## src/rtl/seq_detect_param.sv

```systemverilog
// Serial pattern detector with a loadable pattern, overlap mode
// and a saturating match counter.
module seq_detect_param #(
  parameter int               PAT_W    = 4,
  parameter logic [PAT_W-1:0] PAT_INIT = PAT_W'(4'b1101),
  parameter int               CNT_W    = 8
) (
  input  logic             clk,
  input  logic             rst,
  input  logic             en,
  input  logic             i,
  input  logic             load,
  input  logic [PAT_W-1:0] pat_in,
  input  logic             ovl,
  input  logic             clr_cnt,
  output logic             y,
  output logic [CNT_W-1:0] match_cnt,
  output logic [PAT_W-1:0] pat
);

  localparam int FW = $clog2(PAT_W + 1);
  localparam logic [FW-1:0] FULL = FW'(PAT_W);

  logic [PAT_W-1:0] hist_q, hist_d;
  logic [PAT_W-1:0] pat_q, pat_d;
  logic [FW-1:0]    fill_q, fill_d;
  logic [CNT_W-1:0] cnt_q, cnt_d;
  logic             y_q, y_d;

  logic             acc;
  logic             match;
  logic [PAT_W-1:0] hist_sh;
  logic [FW-1:0]    fill_inc;

  always_comb begin
    acc      = en & ~load;
    hist_sh  = {hist_q[PAT_W-2:0], i};
    fill_inc = (fill_q == FULL) ? FULL : fill_q + 1'b1;
    match    = acc && (fill_inc == FULL)
               && (hist_sh == pat_q);

    hist_d = hist_q;
    fill_d = fill_q;
    pat_d  = pat_q;
    y_d    = match;
    cnt_d  = cnt_q;

    if (load) begin
      pat_d  = pat_in;
      hist_d = '0;
      fill_d = '0;
    end else if (acc) begin
      hist_d = hist_sh;
      // non-overlap mode restarts the fill so no bit is reused
      fill_d = (match && !ovl) ? '0 : fill_inc;
    end

    if (clr_cnt)
      cnt_d = '0;
    else if (match && (cnt_q != '1))
      cnt_d = cnt_q + 1'b1;
  end

  always_ff @(posedge clk) begin
    if (!rst) begin
      hist_q <= '0;
      fill_q <= '0;
      pat_q  <= PAT_INIT;
      cnt_q  <= '0;
      y_q    <= 1'b0;
    end else begin
      hist_q <= hist_d;
      fill_q <= fill_d;
      pat_q  <= pat_d;
      cnt_q  <= cnt_d;
      y_q    <= y_d;
    end
  end

  assign y         = y_q;
  assign match_cnt = cnt_q;
  assign pat       = pat_q;

endmodule
```

## config.mk

```make
export PLATFORM = sky130hd
export DESIGN_NAME = seq_detect_param
export DESIGN_NICKNAME = d
export VERILOG_FILES = /design/src/rtl/seq_detect_param.sv
export SDC_FILE = /design/constraint.sdc
export NUM_CORES = 1
export LEC_CHECK = 0
export CAP_MARGIN = 20
export CELL_PAD_IN_SITES_DETAIL_PLACEMENT = 0
export CELL_PAD_IN_SITES_GLOBAL_PLACEMENT = 1
export CORE_MARGIN = 3
export CORE_UTILIZATION = 30
export CTS_BUF_LIST = sky130_fd_sc_hd__clkbuf_4 sky130_fd_sc_hd__clkbuf_8 sky130_fd_sc_hd__clkbuf_16
export CTS_CLUSTER_DIAMETER = 30
export DETAILED_ROUTE_END_ITERATION = 8
export GPL_TIMING_DRIVEN = 0
export PLACE_DENSITY_LB_ADDON = 0.25
export SLEW_MARGIN = 20
export SYNTH_ARGS = -nofsm -noshare
export SYNTH_HDL_FRONTEND = slang
export SYNTH_SLANG_ARGS = --single-unit
```

## constraint.sdc

```tcl
create_clock -name clk -period 2.75 [get_ports clk]
set_input_delay 0.6875 -clock clk [delete_from_list [all_inputs] [get_ports clk]]
set_output_delay 0.6875 -clock clk [all_outputs]
set_load 0.01 [all_outputs]
```

==> Yosys cells after proc, flatten, opt, wreduce, memory -nomap -nowiden <==
Cells that the tools add are included.
{ "op_classes": {"addsub": 2, "n_reduce_logical": 7, "n_bitwise": 3, "mux": 2, "eq_ne": 4} }
{ "op_table": {"columns": ["operator", "n"], "rows": [
  ["$add A8 B1 Y8 const B", 1],
  ["$ne A8 B8 Y1 const B", 1],
  ["$eq A3 B3 Y1 const B", 2],
  ["$mux W3", 2],
  ["$eq A4 B4 Y1", 1],
  ["$logic_and A1 B1 Y1", 4],
  ["$reduce_or A2 Y1", 2],
  ["$add A3 B1 Y3 const B", 1],
  ["$not A1 Y1", 2],
  ["$and A1 B1 Y1", 1],
  ["$logic_not A1 Y1", 1]
]} }
{ "totals": {"output_inout_bits": 13, "elab_cells": 23, "input_bits": 11, "reg_bits": 19} }

==> Longest topological paths before layout <==
{ "logic_depth": {"word_depth": 7, "mapped_depth": 7, "mapped_depth_nobuf": 7} }

==> Worst setup path after synthesis <==
OpenSTA, ideal clock, no wires.
{ "synth_timing": {"kind": "input to register", "from": "in i", "to": "reg cnt_q[3], in the netlist match_cnt[3]", "arrival_ns": 1.859, "stages": 5, "setup_time_ns": 0.070, "path_slack_ns": 0.821, "cell_sequence": "xor2_1 -> nor4_4 -> nand4_4 -> or3_1 -> a21oi_1"} }
{ "synth_between": {"elab_chain_len": 3} }
{ "synth_lines": {"columns": ["item", "line_no", "text"], "rows": [
  ["start, declared", "11", "input logic i,"],
  ["$eq A4 B4 Y1", "40", "&& (hist_sh == pat_q);"],
  ["$logic_and A1 B1 Y1", "40", null],
  ["$logic_and A1 B1 Y1", "60", "else if (match && (cnt_q != '1))"],
  ["end signal, assigned", "75", "cnt_q <= cnt_d;"],
  ["end, declared", "27", "logic [CNT_W-1:0] cnt_q, cnt_d;"]
]} }
No other way between the ends.
A chain may end at the register's enable or synchronous reset.

==> Final worst setup path <==
Same ends and word-level chain as after synthesis.

==> results.cfg <==
[clocking]
cts_tree = yes
clock_insertion_delay_worst_skew_ns = 0.29
max-clock-path-buffers = 2
postCtsSetupBuffers = 0
h-tree-depth = 1
cts_repair_resize_count = 0
clock_sinks = 19
cts.hold.buffers_added = 0
number_of_buffers_inserted_during_clock_tree_synthesis = 3
cts_root_buffer = clkbuf_4
clkSlewWorstSetupHoldPaths_ns = 0.10

[power]
power_density_mw_per_mm2 = 404
p_comb_frac = 0.105
power.share.sequential = 0.586
p_switching_mw = 0.112
power.total_mw = 0.487
p_clk_frac = 0.309
vdd_ir_drop_max_uv = 221
power_leakage_nw = 0.472
internal_power_mw = 0.375
p_sw_frac = 0.230

[layout]
n_fill_cell = 297
mostFrequentLayoutCell = clkdlybuf4s50_1
layout-drive-gt1-share = 0.0813
synthToLayoutAreaGrowth_pct = 30.1
finalNetCount = 138
commonest_cells_after_routing_fill_and_taps_aside = clkdlybuf4s50_1 (21), dfxtp_1 (19), nor2_1 (10), mux2i_1 (9), a21oi_1 (7)
num_antenna_cells = 0
fin_cells = 154

[logic_synthesis]
synth_seq_cells = 19
synth_largest_type_area_fraction = 0.411
netlist-cell-type-count = 31
proportion_of_synthesized_chip_area_in_sequential_cells = 0.411
synth_area_per_cell_sq_um = 9.45
syn-num-nets = 112
netlist_area_sq_um = 926
cells_after_synthesis = 98
yosys_warnings = 0
synth_top_cells_by_area = dfxtp_1 (41%), mux2i_1 (9.7%), xor2_1 (4.7%), ha_1 (4.1%), nor2_1 (4.1%)
yosysTopAreaCell = dfxtp_1

[routing]
drt-pass1-iter-count = 4
post_drt_via_cell_ratio = 5.08
dr.first_iter.drc_count = 21
route.detailed.wl_per_inst_um = 12.6
via_count = 782
postRouteAntennaNets = 0
drc_errors = 0
postRouteWirelength_um = 1940

[run]
maxCapViolCount = 0

[worst_setup_path]
setup.worst_path.class = in -> reg
crit_start = i
worst_path_max_delay_cell = clkdlybuf4s50_1
reg2reg_path_depth = 7
crit_arrival_ns = 2.44
delay_contributed_by_the_slowest_stage_of_the_critical_path_ns = 0.45
worst-path-stages = 6
crit_path_cell_trace = clkdlybuf4s50_1, xor2_1, nor4_4, nand4_4, or3_1, a21oi_1
cp_max_fo = 10
crit_path_start_kind = primary input
capturing_element_of_the_worst_setup_path = match_cnt[3]
cp.required_ns = 2.98
end_kind = flip-flop
worstReg2RegEnd = match_cnt[3]
rr_startpoint = fill_q[0]
reg2reg_setup_slack_ns = 0.74
path_buf_inv = 1
cpLargestDelayFamily = simple AND/OR/NAND/NOR gates

[placed_design]
port-buffer-count = 21
globalplace.congestion = 0.695
dp_hpwl_um = 1490
dp_worst_setup_slack_ns = 0.229
place.detailed.instances = 150

[floorplan]
initial_core_util = 0.325
rows = 19
core_region_area_sq_mm = 0.00285
design.die.area_sq_mm = 0.00379
dieHeight_um = 61.6
chipWidth_um = 61.6
boundaryPins = 24

[timing]
final_hold_viol_count = 0
final_setup_vio_count = 0
setup_total_negative_slack_ns = 0
fin_worst_hold_slack_ns = 0.513
timing.fmax_ghz = 0.453
clock_skew_ns = 0.00322
report.final.slew_viol_count = 0
timing_worst_slew_pin_value_ns = 0.464
fraction_of_the_cycle_the_final_worst_path_needs = 0.803
slew_headroom = 0.690
layout_setup_ws_ns = 0.541
rsz_0062_raised_after_global_routing = no
post-route-min-period_ns = 2.21

[global_routing]
number_of_global_route_vias_before_repair = 710
antenna_violations_before_repair = 0
grt_usage = 0.118
gr_overflow_total = 0
grt_start_max_net_pins = 11
grt_pass1_wl_um = 3240

[worst_hold_path]
hp-class = reg -> reg

[outcome]
outcome = completed
-- state kept, by name, summed over array words and instances (netlist names) --
name and count:
pat 4, fill_q 3, match_cnt 8, y 1, hist_q 3
-- worst min-delay path by stage --
stage	startpoint	to	slack [ns]	cells past startpoint
floorplan	fill_q[2]	fill_q[2]	0.48	2
global placement	hist_q[2]	hist_q[2]	0.49	2
detailed placement	match_cnt[5]	match_cnt[5]	0.50	2
CTS	match_cnt[5]	match_cnt[5]	0.52	2
global route	match_cnt[5]	match_cnt[5]	0.56	2
finish	match_cnt[5]	match_cnt[5]	0.51	2
-- layer usage --
metal / track usage / share of wire
met5: 0 / 0
met4: 0.0545 / 0.013
met3: 0.0273 / 0.039
met2: 0.176 / 0.46
met1: 0.160 / 0.48
-- power by group through the flow --
stage | logic, mW | clock network, mW | registers (mW)
2_1_floorplan | 0.0258 | 0 | 0.292
3_3_place_gp | 0.0511 | 0 | 0.291
3_5_place_dp | 0.0518 | 0 | 0.292
4_1_cts | 0.0522 | 0.159 | 0.285
5_1_grt | 0.0570 | 0.169 | 0.287
6_report | 0.0512 | 0.150 | 0.285
-- stage by stage --
stage	cell area, sq um	utilization
floorplan	926	-
global placement	1170	0.412
detailed placement	1170	0.412
CTS	1200	0.422
global route	1200	0.422
finish	1200	0.422
-- synthesized netlist by cell type (all sizes together) --
library cell / n
a21oi: 7
nand3: 2
nand2: 5
mux2i: 9
nand4: 3
xor2: 5
ha: 3
and3b: 1
and3: 2
o21ai: 4
clkbuf: 1
a31oi: 1
a21boi: 1
o211ai: 1
nor3: 4
and2: 1
nand2b: 3
or3: 4
nor3b: 1
dfxtp: 19
nor2b: 1
nand4b: 1
inv: 4
nor4: 1
buf: 2
and4: 2
nor2: 10
-- layout make-up --
class                   count  area, sq um  share of cell area
repair buffers             21          210               0.174
well taps                  31         38.8              0.0322
inverters                   4         15.0              0.0125
plain buffers               3         12.5              0.0104
multi-input cells          72          518               0.430
flip-flops and latches     19          380               0.316
clock buffers               4         30.0              0.0249
-- cells by family (layout without fill, tap and decap cells) --
kind of cell,Yosys count,count (layout),synth area share
flip-flops,19,19,0.411
AO/OA/AOI/OAI,14,14,0.0824
AND/OR/NAND/NOR,41,41,0.292
adder cells (fa/ha/maj),3,3,0.0405
XOR/XNOR,5,5,0.0473
buffers and inverters,7,32,0.0297
multiplexers,9,9,0.0973
-- worst min-delay path, stage by stage (launching register included) --
cell and delay (ns):
dfxtp_1 0.34, o21ai_0 0.08, a21oi_1 0.06
(Power assumes the default switching activity.)
